==> config.mk <==
export PLATFORM = sky130hd
export DESIGN_NAME = mem_stage
export DESIGN_NICKNAME = d
export VERILOG_FILES = /design/src/rtl/mem_stage_pkg.sv /design/src/rtl/mem_stage_load_align.sv /design/src/rtl/mem_stage.sv
export SDC_FILE = /design/constraint.sdc
export NUM_CORES = 1
export LEC_CHECK = 0
export CORE_UTILIZATION = 49
export CTS_CLUSTER_DIAMETER = 120
export CTS_CLUSTER_SIZE = 40
export DETAILED_ROUTE_END_ITERATION = 6
export PLACE_DENSITY = 0.95
export SYNTH_ARGS = -nofsm -noshare
export SYNTH_HDL_FRONTEND = slang
export SYNTH_SLANG_ARGS = --single-unit
==> constraint.sdc <==
create_clock -name clk -period 5.03 [get_ports clk]
set_input_delay 1.006 -clock clk [delete_from_list [all_inputs] [get_ports clk]]
set_output_delay 1.006 -clock clk [all_outputs]
set_load 0.02 [all_outputs]
==> src/rtl/mem_stage_pkg.sv <==
// Shared definitions for the memory-access stage: load-op encodings and bus layouts.
// Pure declarations, no latency.
// No flow control lives here.
package mem_stage_pkg;

    localparam int EX_TO_ME_W = 76;
    localparam int ME_TO_WB_W = 70;

    // EX_to_ME_Bus field offsets (LSB of each field)
    localparam int EM_ALU_RESULT_LSB = 0;
    localparam int EM_ADDR_LO_LSB    = 32;
    localparam int EM_LD_OP_LSB      = 34;
    localparam int EM_MEM_REQ_BIT    = 37;
    localparam int EM_DEST_LSB       = 38;
    localparam int EM_GR_WE_BIT      = 43;
    localparam int EM_PC_LSB         = 44;

    // ME_to_WB_Bus field offsets
    localparam int MW_RESULT_LSB = 0;
    localparam int MW_DEST_LSB   = 32;
    localparam int MW_GR_WE_BIT  = 37;
    localparam int MW_PC_LSB     = 38;

    typedef enum logic [2:0] {
        LD_NONE = 3'd0,
        LD_B    = 3'd1,
        LD_H    = 3'd2,
        LD_W    = 3'd3,
        LD_BU   = 3'd4,
        LD_HU   = 3'd5
    } ld_op_e;

    // ld_op kept as raw bits so the reserved codes 6/7 stay representable
    typedef struct packed {
        logic [31:0] pc;
        logic        gr_we;
        logic [4:0]  dest;
        logic        mem_req;
        logic [2:0]  ld_op;
        logic [1:0]  addr_lo;
        logic [31:0] alu_result;
    } ex_me_t;

    typedef struct packed {
        logic [31:0] pc;
        logic        gr_we;
        logic [4:0]  dest;
        logic [31:0] final_result;
    } me_wb_t;

endpackage

==> src/rtl/mem_stage_load_align.sv <==
// Load data extraction and sign/zero extension; reserved ld_op codes pass alu_result.
// Latency: combinational.
// No backpressure; pure function of its inputs.
module load_align
    import mem_stage_pkg::*;
(
    input  logic [31:0] word,
    input  logic [1:0]  addr_lo,
    input  logic [2:0]  ld_op,
    input  logic [31:0] alu_result,
    output logic [31:0] final_result
);

    logic [31:0] shifted;
    logic [7:0]  byte_dat;
    logic [15:0] half_dat;

    assign shifted  = word >> {addr_lo, 3'b000};
    assign byte_dat = shifted[7:0];
    assign half_dat = addr_lo[1] ? word[31:16] : word[15:0];

    always_comb begin
        final_result = alu_result;
        case (ld_op)
            LD_B:    final_result = {{24{byte_dat[7]}}, byte_dat};
            LD_H:    final_result = {{16{half_dat[15]}}, half_dat};
            LD_W:    final_result = word;
            LD_BU:   final_result = {24'd0, byte_dat};
            LD_HU:   final_result = {16'd0, half_dat};
            default: final_result = alu_result;
        endcase
    end

endmodule

==> src/rtl/mem_stage.sv <==
// Memory-access pipeline stage: holds one instruction, waits for the data-SRAM response, aligns load data.
// Latency: 1 cycle for non-memory ops; memory ops leave in the data_ok cycle or later.
// Backpressure: held while WB_Allow_in is low or a response is pending; optional MEM_STAGE_PERF_CNT_EN adds perf_wait_cnt.
module mem_stage
    import mem_stage_pkg::*;
(
    input  logic                  clk,
    input  logic                  reset,
    output logic                  ME_Allow_in,
    input  logic                  EX_to_ME_Valid,
    input  logic [EX_TO_ME_W-1:0] EX_to_ME_Bus,
    input  logic                  data_sram_data_ok,
    input  logic [31:0]           data_sram_rdata,
    input  logic                  WB_Allow_in,
    output logic                  ME_to_WB_Valid,
    output logic [ME_TO_WB_W-1:0] ME_to_WB_Bus,
    output logic [4:0]            ME_dest,
`ifdef MEM_STAGE_PERF_CNT_EN
    output logic                  ME_load_busy,
    output logic [31:0]           perf_wait_cnt
`else
    output logic                  ME_load_busy
`endif
);

    ex_me_t      ex_in;
    ex_me_t      me_r;
    me_wb_t      wb_out;
    logic        me_valid;
    logic        data_got;
    logic [31:0] rdata_buf;
    logic [31:0] load_word;
    logic [31:0] final_result;
    logic        me_ready_go;
    logic        in_wait;

    assign ex_in = ex_me_t'(EX_to_ME_Bus);

    assign in_wait     = me_valid && me_r.mem_req && !data_got;
    assign me_ready_go = !me_r.mem_req || data_got || data_sram_data_ok;
    assign ME_Allow_in = !me_valid || (me_ready_go && WB_Allow_in);
    assign ME_to_WB_Valid = me_valid && me_ready_go;

    always_ff @(posedge clk) begin
        if (reset) begin
            me_valid <= 1'b0;
            me_r     <= '0;
        end else if (ME_Allow_in) begin
            me_valid <= EX_to_ME_Valid;
            if (EX_to_ME_Valid)
                me_r <= ex_in;
        end
    end

    // Any cycle the stage accepts (instruction leaving and/or entering) resets the response flag.
    always_ff @(posedge clk) begin
        if (reset) begin
            data_got  <= 1'b0;
            rdata_buf <= '0;
        end else if (ME_Allow_in) begin
            data_got <= 1'b0;
        end else if (in_wait && data_sram_data_ok) begin
            data_got  <= 1'b1;
            rdata_buf <= data_sram_rdata;
        end
    end

    assign load_word = data_sram_data_ok ? data_sram_rdata : rdata_buf;

    load_align u_load_align (
        .word         (load_word),
        .addr_lo      (me_r.addr_lo),
        .ld_op        (me_r.ld_op),
        .alu_result   (me_r.alu_result),
        .final_result (final_result)
    );

    always_comb begin
        wb_out.pc           = me_r.pc;
        wb_out.gr_we        = me_r.gr_we;
        wb_out.dest         = me_r.dest;
        wb_out.final_result = final_result;
    end

    assign ME_to_WB_Bus = wb_out;
    assign ME_dest      = (me_valid && me_r.gr_we) ? me_r.dest : 5'd0;
    assign ME_load_busy = me_valid && me_r.gr_we && (me_r.ld_op != LD_NONE)
                          && !data_got && !data_sram_data_ok;

`ifdef MEM_STAGE_PERF_CNT_EN
    always_ff @(posedge clk) begin
        if (reset)
            perf_wait_cnt <= '0;
        else if (in_wait && perf_wait_cnt != 32'hFFFF_FFFF)
            perf_wait_cnt <= perf_wait_cnt + 32'd1;
    end
`endif

endmodule

==> metrics.csv, run 1 <==
stage;metric;value;unit
outcome;status;finished, final reports clean;
logic_synthesis;synth_warnings;0;
timing;slew_viol_final;0;
power;swShare;30.3;%
global_routing;grt.overflow.total;0;
power;p_total;1.98;mW
timing;fin_setup_tns;0;ns
drt;wirelength;16.6;mm
power;powerDensity;273;nW/um2
timing;maxSlewHeadroom;21.9;%
drt;vias;5438;
floorplanning;die_h;107;um
finish;n_antenna_cell;0;
finish;nets;943;
critical_path;worst_ep_required_time;4.02;ns
floorplanning;pin_count;191;
power;p_switching;0.599;mW
finish;area_growth;33.5;%
floorplanning;start_util;50.3;%
drt;drt_iter0_markers;463;
drt;drtAntennaViolNets;0;
global_routing;grt_antenna_before_repair;0;
power;clkPwrFrac;26.0;%
clocking;cts-resized-gates;0;
clocking;cts_tree;built;
power;pwr-share-comb;26.4;%
timing;final_hold_viol_count;0;
global_routing;grt_pass1_vias;5028;
logic_synthesis;syn-num-nets;825;
drt;vias_per_cell;5.58;
power;p_int;1.38;mW
logic_synthesis;syn_area;5430;um2
drt;drc;0;
critical_path;crit_path_start_kind;input port;
finish;layout-drive-gt1-share;5.15;%
logic_synthesis;yosysSeqAreaShare;40.6;%
global_routing;grt_max_degree;111;
timing;worstMarginPinSlew;1.17;ns
logic_synthesis;synth_edf_count;0;
placement;numPortBuffers;190;
floorplanning;core.rowCount;38;
global_routing;grt_usage;28.9;%
clocking;htree_num_levels;3;
hold_path;hold_path_class;reg -> reg;
clocking;ctsLongestPathBuffers;2;
power;power_frac_seq;47.6;%
logic_synthesis;synth_flop_cell;dfxtp_1;
drt;routedWlPerCell;17.0;um
timing;setup_viol;0;
run;drv_cap;0;
finish;fin_cells;975;
clocking;hold_buffers;0;
clocking;cts_buffers;9;
clocking;numClockSinks;110;
critical_path;arrival;3.55;ns
placement;dpl.hpwl;11.7;mm
logic_synthesis;yosys_register_bits;110;
power;power_leakage;2.62;nW
timing;finClkSkew;0.0105;ns
timing;min_period;4.56;ns
clocking;clk_latency;0.39;ns
floorplanning;die_area;11500;um2
critical_path;critPathKind;in -> out;
clocking;clk_pin_slew_worst_paths;0.09;ns
critical_path;end_kind;output pin;
placement;post-place-ws;0.494;ns
placement;place_congestion;0.905;
placement;place_inst;959;
logic_synthesis;syn_area_per_cell;7.62;um2
global_routing;grt_pass1_wl;25.6;mm
logic_synthesis;synth.distinct_cells;38;
floorplanning;die_x;107;um
logic_synthesis;ys_async_sr_fraction;0;%
logic_synthesis;synthCells;712;
critical_path;critPathMaxFanout;8;
floorplanning;core_area;10800;um2
power;irDropWorstVdd;0.186;mV
timing;holdWs;0.458;ns
clocking;clock-root-buffer;clkbuf_8;
timing;finalWorstSetupSlack;0.472;ns
timing;period_share;90.6;%
timing;rsz0062_at_grt;no;
timing;fmax;219;MHz
drt;dr.pass1.iters;5;
clocking;cts_setup_buffers;0;
[power by group through the flow]
stage	combinational, mW	clock, mW	sequential (mW)
after detailed placement	0.517	0	0.961
after CTS	0.519	0.522	0.941
after floorplan	0.303	0	0.945
after global placement	0.508	0	0.959
after global routing	0.556	0.562	0.947
final	0.521	0.513	0.941
[worst paths after layout]
kind / from / to / slack [ns] / cells after the start
setup / recovery: data_sram_rdata[15] / ME_to_WB_Bus[9] / 0.47 / 7
hold / removal: ME_to_WB_Bus[63]$_SDFFE_PP0P_ / ME_to_WB_Bus[63]$_SDFFE_PP0P_ / 0.46 / 2
setup reg to reg: data_got$_SDFFE_PP0P_ / me_r[18]$_SDFFE_PP0P_ / 2.61 / 6
hold reg to reg: ME_to_WB_Bus[63]$_SDFFE_PP0P_ / ME_to_WB_Bus[63]$_SDFFE_PP0P_ / 0.46 / 2
[metrics by stage]
stage / utilization [%] / area (um2)
finish: 67.2 / 7250
global route: 67.2 / 7250
CTS: 67.2 / 7250
detailed placement: 65.4 / 7060
global placement: 65.4 / 7060
floorplan: - / 5430
[cells by family (layout without fill, tap and decap cells)]
logic type	after synthesis	after routing	share of synthesized area [%]
muxes	41	41	9.43
buffers and inverters	96	219	9.75
DFF	110	110	40.6
xor gates and xnor gates	1	1	0.161
and+or+nand+nor	274	274	20.1
AOI/OAI and AO/OA	190	190	19.9
[per-layer routing]
layer,global-route usage (%),up-vias,share of wire [%]
met5,0,-,0
met4,15.0,0,3.7
met3,7.90,42,10
met2,47.2,305,48
met1,34.8,2476,39
li1,-,2615,-
[critical path: stages]
cell and delay (ns):
clkdlybuf4s50_1 0.53, mux2i_1 0.13, mux4_2 0.53, a21oi_2 0.42, o22ai_1 0.14, o22ai_1 0.18
clkdlybuf4s50_1 0.62
[state kept, by name, summed over array words and instances (netlist names)]
| name | cells |
|---|---|
| ME_to_WB_Bus | 38 |
| me_r | 38 |
| rdata_buf | 32 |
| data_got | 1 |
| me_valid | 1 |
[cell usage after synthesis, types with 2 or more instances]
library cell	n	area [um2]
buf_2	12	60.1
nor2b_1	2	12.5
o22ai_1	31	194
buf_4	39	293
dfxtp_1	110	2200
inv_1	3	11.3
mux2i_1	32	320
nor3_1	3	15.0
o21ai_1	3	15.0
nor2_1	27	101
buf_1	5	18.8
o22a_1	16	140
and3_1	6	37.5
o211ai_1	2	15.0
o21ai_0	15	75.1
clkbuf_1	36	135
a21oi_1	118	591
nor3b_1	2	15.0
nand2_1	224	841
mux4_2	8	180
[layout make-up]
class | instances | area, um2
Tap cell | 140 | 175
Sequential cell | 110 | 2200
Fill cell | 867 | 3540
Clock inverter | 5 | 33.8
Multi-Input combinational cell | 506 | 2710
Timing Repair Buffer | 200 | 1970
Inverter | 3 | 11.3
Clock buffer | 11 | 151
[placed cells by master (no fill, tap or decap), types with 2 or more instances in the layout]
master / instances
o22a_1: 16
mux2i_1: 32
nor2b_1: 2
clkdlybuf4s50_1: 188
o21ai_1: 3
clkinv_2: 2
o21ai_0: 15
dfxtp_1: 110
inv_1: 3
o22ai_1: 31
nand2_1: 223
clkbuf_8: 11
buf_4: 11
nor3_1: 2
o211ai_1: 2
nor2_1: 27
clkinvlp_4: 2
a21oi_1: 118
mux4_2: 8
nor3b_1: 2
and3_1: 6
Power figures use the tool's default switching activity.
==> run 2, diff against run 1 <==
CTS_BUF_LIST = sky130_fd_sc_hd__clkbuf_4 sky130_fd_sc_hd__clkbuf_8 sky130_fd_sc_hd__clkbuf_16   (was default)
==> results of run 2 <==
Same layout as run 1: the final DEF is identical, and so are final timing and power.
